## config.mk

```make
export PLATFORM = sky130hd
export DESIGN_NAME = capture_scheduler
export DESIGN_NICKNAME = d
export VERILOG_FILES = /design/src/rtl/capture_pkg.sv /design/src/rtl/rr_arbiter.sv /design/src/rtl/capture_scheduler.sv
export SDC_FILE = /design/constraint.sdc
export NUM_CORES = 1
export LEC_CHECK = 0
export BUFFER_PORTS_ARGS = -buffer_cell sky130_fd_sc_hd__buf_2
export CELL_PAD_IN_SITES_DETAIL_PLACEMENT = 1
export CELL_PAD_IN_SITES_GLOBAL_PLACEMENT = 2
export CORE_UTILIZATION = 39
export CTS_CLUSTER_DIAMETER = 50
export DETAILED_ROUTE_END_ITERATION = 8
export PLACE_DENSITY = 0.8
export SYNTH_ARGS = -nofsm -noshare
export SYNTH_HDL_FRONTEND = slang
export SYNTH_SLANG_ARGS = --single-unit
```

## constraint.sdc

```tcl
create_clock -name iClk -period 2.86 [get_ports iClk]
set_clock_uncertainty 0.15 [all_clocks]
set_input_delay 0.429 -clock iClk [delete_from_list [all_inputs] [get_ports iClk]]
set_output_delay 0.429 -clock iClk [all_outputs]
set_load 0.005 [all_outputs]
```

## src/rtl/capture_pkg.sv

```systemverilog
// ============================================================================
// Module   : capture_pkg
// Brief    : Shared defaults and FSM encoding for the capture scheduler.
// Revision : 1.0 - initial release
// ============================================================================
`default_nettype none

package capture_pkg;
  localparam int CANALES_DEF = 4;
  localparam int ANCHO_DEF   = 8;

  localparam logic [0:0] ST_IDLE    = 1'b0;
  localparam logic [0:0] ST_PRESENT = 1'b1;
endpackage

`default_nettype wire

```

## src/rtl/rr_arbiter.sv

```systemverilog
// ============================================================================
// Module   : rr_arbiter
// Brief    : Combinational round-robin pick, searching from last served + 1.
// Revision : 1.0 - initial release
// ============================================================================
`default_nettype none

module rr_arbiter
  import capture_pkg::*;
#(
  parameter int CANALES = CANALES_DEF
) (
  input  logic [CANALES-1:0]         ivReq,
  input  logic [$clog2(CANALES)-1:0] ivUltimo,
  output logic                       oValido,
  output logic [$clog2(CANALES)-1:0] ovIndice
);

  localparam int IW = $clog2(CANALES);

  logic [IW-1:0] w_idx;

  // Walk offsets from farthest to nearest so the nearest requester is written last.
  always_comb begin
    oValido  = 1'b0;
    ovIndice = '0;
    w_idx    = '0;
    for (int i = CANALES - 1; i >= 0; i--) begin
      w_idx = IW'((int'(ivUltimo) + 1 + i) % CANALES);
      if (ivReq[w_idx]) begin
        oValido  = 1'b1;
        ovIndice = w_idx;
      end
    end
  end

endmodule

`default_nettype wire

```

## src/rtl/capture_scheduler.sv

```systemverilog
// ============================================================================
// Module   : capture_scheduler
// Brief    : Per-channel edge timestamp capture with round-robin presentation.
// Revision : 1.0 - initial release
// ============================================================================
`default_nettype none

module capture_scheduler
  import capture_pkg::*;
#(
  parameter int CANALES = CANALES_DEF,
  parameter int ANCHO   = ANCHO_DEF
) (
  input  logic                       iClk,
  input  logic                       iReset,
  input  logic [CANALES-1:0]         ivEstimulo,
  input  logic [CANALES-1:0]         ivHabilita,
  input  logic [ANCHO-1:0]           ivCuenta,
  input  logic                       iAck,
  input  logic                       iLimpiaOverrun,
  output logic [ANCHO-1:0]           ovCaptura,
  output logic [$clog2(CANALES)-1:0] ovCanal,
  output logic                       oCapturaFlag,
  output logic [CANALES-1:0]         ovPendiente,
  output logic [CANALES-1:0]         ovOverrun
);

  localparam int IW = $clog2(CANALES);

  logic [0:0]         r_state;
  logic [0:0]         w_stateNext;
  logic [CANALES-1:0] r_hist;
  logic [CANALES-1:0] r_pend;
  logic [CANALES-1:0] r_ovr;
  logic [CANALES-1:0] w_edge;
  logic [CANALES-1:0] w_granting;
  logic [CANALES-1:0] w_store;
  logic [CANALES-1:0] w_pendNext;
  logic [CANALES-1:0] w_ovrNext;
  logic [ANCHO-1:0]   r_slot [CANALES];
  logic [IW-1:0]      r_last;
  logic [IW-1:0]      w_gntIdx;
  logic               w_gntValid;
  logic               w_grantFire;

  assign w_edge      = ivEstimulo & ~r_hist & ivHabilita;
  assign ovPendiente = r_pend;
  assign ovOverrun   = r_ovr;

  rr_arbiter #(
    .CANALES (CANALES)
  ) uArbiter (
    .ivReq    (r_pend),
    .ivUltimo (r_last),
    .oValido  (w_gntValid),
    .ovIndice (w_gntIdx)
  );

  always_ff @(posedge iClk or posedge iReset) begin
    if (iReset) r_state <= ST_IDLE;
    else        r_state <= w_stateNext;
  end

  always_comb begin
    w_stateNext = r_state;
    case (r_state)
      ST_IDLE:    if (w_gntValid) w_stateNext = ST_PRESENT;
      ST_PRESENT: if (iAck)       w_stateNext = ST_IDLE;
      default:                    w_stateNext = ST_IDLE;
    endcase
  end

  always_comb begin
    w_grantFire  = (r_state == ST_IDLE) && w_gntValid;
    oCapturaFlag = (r_state == ST_PRESENT);
  end

  // A channel being granted frees its slot this edge, so a coincident edge refills it cleanly.
  generate
    for (genvar k = 0; k < CANALES; k++) begin : g_canal
      assign w_granting[k] = w_grantFire && (w_gntIdx == IW'(k));
      assign w_store[k]    = w_edge[k] && (!r_pend[k] || w_granting[k]);
      assign w_pendNext[k] = w_store[k] || (r_pend[k] && !w_granting[k]);
      assign w_ovrNext[k]  = (w_edge[k] && r_pend[k] && !w_granting[k]) ||
                             (r_ovr[k] && !iLimpiaOverrun);
    end
  endgenerate

  always_ff @(posedge iClk or posedge iReset) begin
    if (iReset) begin
      r_hist    <= '0;
      r_pend    <= '0;
      r_ovr     <= '0;
      r_last    <= IW'(CANALES - 1);
      ovCaptura <= '0;
      ovCanal   <= '0;
      for (int k = 0; k < CANALES; k++) r_slot[k] <= '0;
    end else begin
      r_hist <= ivEstimulo;
      r_pend <= w_pendNext;
      r_ovr  <= w_ovrNext;
      for (int k = 0; k < CANALES; k++) begin
        if (w_store[k]) r_slot[k] <= ivCuenta;
      end
      if (w_grantFire) begin
        ovCaptura <= r_slot[w_gntIdx];
        ovCanal   <= w_gntIdx;
        r_last    <= w_gntIdx;
      end
    end
  end

endmodule

`default_nettype wire

```

==> impl_metrics.json <==
{
  "max_cap_viol_count": 0,
  "power.sequential.fraction_pct": 41.1,
  "p_comb_share_pct": 39.9,
  "drt_iter0_drc": 87,
  "gr-total-overflow": 0,
  "synth-async-reset-ratio_pct": 100,
  "initial_core_util_pct": 41.5,
  "grt_start_max_net_pins": 32,
  "gr-usage-all-layers_pct": 19.1,
  "routed_wl_mm": 5.43,
  "final_number_of_hold_violating_endpoints": 0,
  "pwr_density_cell_nw_per_um2": 1160,
  "switching_share_pct": 34.8,
  "dieWidth_um": 82.5,
  "most_frequent_cells_in_the_layout": "55 x sky130_fd_sc_hd__dfrtp_1, 38 x sky130_fd_sc_hd__buf_2, 24 x sky130_fd_sc_hd__mux2_2, 16 x sky130_fd_sc_hd__mux2_4, 13 x sky130_fd_sc_hd__o22ai_1",
  "ys_ff_latch": 57,
  "total_power_mw": 3.45,
  "max_slew_margin_pct": 53.6,
  "fmax_mhz": 392,
  "worst_pin_slew_ns": 0.694,
  "vias_in_the_first_global_route": 1774,
  "finalSetupViolCount": 0,
  "r2r.worst_path.cells": 6,
  "placement.io_buffers": 38,
  "postRouteAntennaNets": 0,
  "cells_after_synth": 183,
  "place_worst_setup_slack_ns": 0.345,
  "grt_first_pass_wirelength_mm": 9.01,
  "power.leakage_nw": 1.41,
  "warnings_from_yosys": 0,
  "setup.worst_path.class": "reg2reg",
  "worst_ir_drop_vdd_mv": 0.454,
  "worstPathRequired_ns": 2.94,
  "synth_area_sq_um": 2530,
  "internal_power_mw": 2.25,
  "p_switching_mw": 1.20,
  "hold_buffers": 0,
  "tritoncts": "done",
  "worstReg2RegEnd": "r_slot[24]",
  "syn-mean-instance-area_sq_um": 13.8,
  "synth_seq_area_share_pct": 56.5,
  "num_antenna_cells": 0,
  "clock-sinks": 57,
  "detailed_place_hpwl_mm": 3.61,
  "period_minus_slack_ns": 2.55,
  "mostFrequentLayoutCell": "sky130_fd_sc_hd__dfrtp_1",
  "final_net_count": 251,
  "final.setup.tns_ns": 0,
  "ioPinCount": 39,
  "ys_types": 27,
  "cts.repair_timing.setup_buffer_count": 0,
  "timing.rr.start": "r_last[1]",
  "die-height_um": 82.5,
  "critPathLaunchType": "register",
  "fillCellCount": 657,
  "yosys_most_used_dff": "sky130_fd_sc_hd__dfrtp_1",
  "detail_route.first_pass.iterations": 4,
  "total_die_area_sq_um": 6810,
  "drv_slew": 0,
  "cts.reportedPaths.clkPinSlew_ns": 0.07,
  "num_vias": 1628,
  "synthesized_net_count": 203,
  "crit_path_end": "r_slot[24]",
  "routed_wire_length_per_instance_um": 17.5,
  "area_growth_syn_to_layout_pct": 17.9,
  "source_to_sink_clock_delay_at_the_later_pin_of_the_worst_skew_pair_ns": 0.34,
  "drt-vias-per-instance": 5.23,
  "worstSetupEndpointType": "register",
  "gpl.final_weighted_congestion": 0.700,
  "rows": 28,
  "utilization_pct": 48.9,
  "numCtsBuffers": 9,
  "worstPathMaxFanout": 8,
  "final.period_utilization_pct": 89.1,
  "synth_edf_count": 0,
  "cts-resized-gates": 0,
  "core_area_sq_um": 6100,
  "post_route_cells_drive_above_1_share_pct": 48.3,
  "antenna_found_initial": 0,
  "clock_tree.buffer_depth": 2,
  "critPathArrivalTime_ns": 2.63,
  "setup.reg_to_reg.worst_slack_ns": 0.31,
  "outcome": "finished, final reports clean",
  "startpoint": "r_last[1]",
  "post-route-worst-setup-slack_ns": 0.311,
  "grt_setup_unrepaired": "false",
  "hold_path_class": "in2async",
  "htree_num_levels": 3,
  "share_clk_of_total_power_pct": 19.0,
  "remaining_drc_errors": 0,
  "root_buffer_selected_by_cts": "sky130_fd_sc_hd__clkbuf_8"
}
## cell type report
class | count | area, sq um | area share, %
flip-flops and latches | 57 | 1430 | 47.9
multi-input cells | 113 | 1010 | 34.0
repair buffers | 45 | 255 | 8.56
clock buffers | 9 | 124 | 4.16
well taps | 75 | 93.8 | 3.15
clock inverters | 7 | 47.5 | 1.60
inverters | 5 | 18.8 | 0.630
## registers in the layout, indices dropped and copies added (netlist names)
register and count:
ovOverrun 4, ovPendiente 4, r_slot 32, r_last 2
ovCanal 2, r_hist 4, oCapturaFlag 1, ovCaptura 8
## synth_stat cells, drive strengths merged (2+ instances only)
| cell | instances | area (sq um) |
|---|---|---|
| nand2 | 7 | 26.3 |
| dfstp | 2 | 52.6 |
| mux2i | 10 | 100 |
| a21oi | 11 | 55.1 |
| inv | 5 | 18.8 |
| nor2 | 6 | 22.5 |
| o21ai | 3 | 26.3 |
| dfrtp | 55 | 1380 |
| nand3b | 4 | 30.0 |
| buf | 7 | 66.3 |
| a21o | 2 | 15.0 |
| o31ai | 3 | 46.3 |
| or2 | 3 | 23.8 |
| mux2 | 40 | 510 |
| o22ai | 13 | 81.3 |
| nor2b | 2 | 12.5 |
| nand2b | 4 | 25.0 |
## worst min-delay path by stage
stage | slack (ns) | startpoint | to
after global placement | 0.31 | ovCanal[1] | ovCanal[1]
after detailed placement | 0.32 | ovCanal[1] | ovCanal[1]
after CTS | 0.04 | iReset | r_hist[3]
final | 0.04 | iReset | r_hist[3]
after global routing | 0.04 | ivEstimulo[3] | r_hist[3]
after floorplan | 0.31 | ivEstimulo[0] | r_hist[0]
## metal layers
metal	routed length, um	up-vias	GRT usage, %
met5	0	-	0
met4	97	0	8.79
met3	332	11	6.15
met2	2640	37	30.3
met1	2360	833	23.8
li1	-	747	-
## cells by family (layout without fill, tap and decap cells)
logic type,Yosys count,in the layout,share of synthesized area (%)
DFF,57,57,56.5
muxes,50,50,24.2
AOI/OAI and AO/OA,34,34,9.50
and+or+nand+nor,29,29,6.29
buffers and inverters,13,66,3.51
## through the flow
step | hold WS (ns) | instance area [sq um] | std cells
finish | 0.0350 | 2980 | 311
global route | 0.0351 | 2980 | 311
CTS | 0.0359 | 2980 | 311
detailed placement | 0.317 | 2810 | 295
global placement | 0.308 | 2810 | 295
floorplan | 0.310 | 2530 | 183
## worst max-delay path: stages, from the launching register on
cell and delay [ns]:
sky130_fd_sc_hd__dfstp_2 0.59, sky130_fd_sc_hd__mux2i_1 0.19, sky130_fd_sc_hd__o22ai_1 0.12, sky130_fd_sc_hd__or2_4 0.29, sky130_fd_sc_hd__o31ai_2 0.31, sky130_fd_sc_hd__and2b_1 0.41, sky130_fd_sc_hd__mux2_2 0.38
## power groups by stage
| stage | combinational (mW) | sequential (mW) | clock [mW] |
|---|---|---|---|
| 2_1_floorplan | 1.07 | 1.37 | 0 |
| 3_3_place_gp | 1.36 | 1.42 | 0 |
| 3_5_place_dp | 1.39 | 1.43 | 0 |
| 4_1_cts | 1.40 | 1.42 | 0.672 |
| 5_1_grt | 1.51 | 1.47 | 0.705 |
| 6_report | 1.37 | 1.42 | 0.655 |
Power figures use the tool's default switching activity.
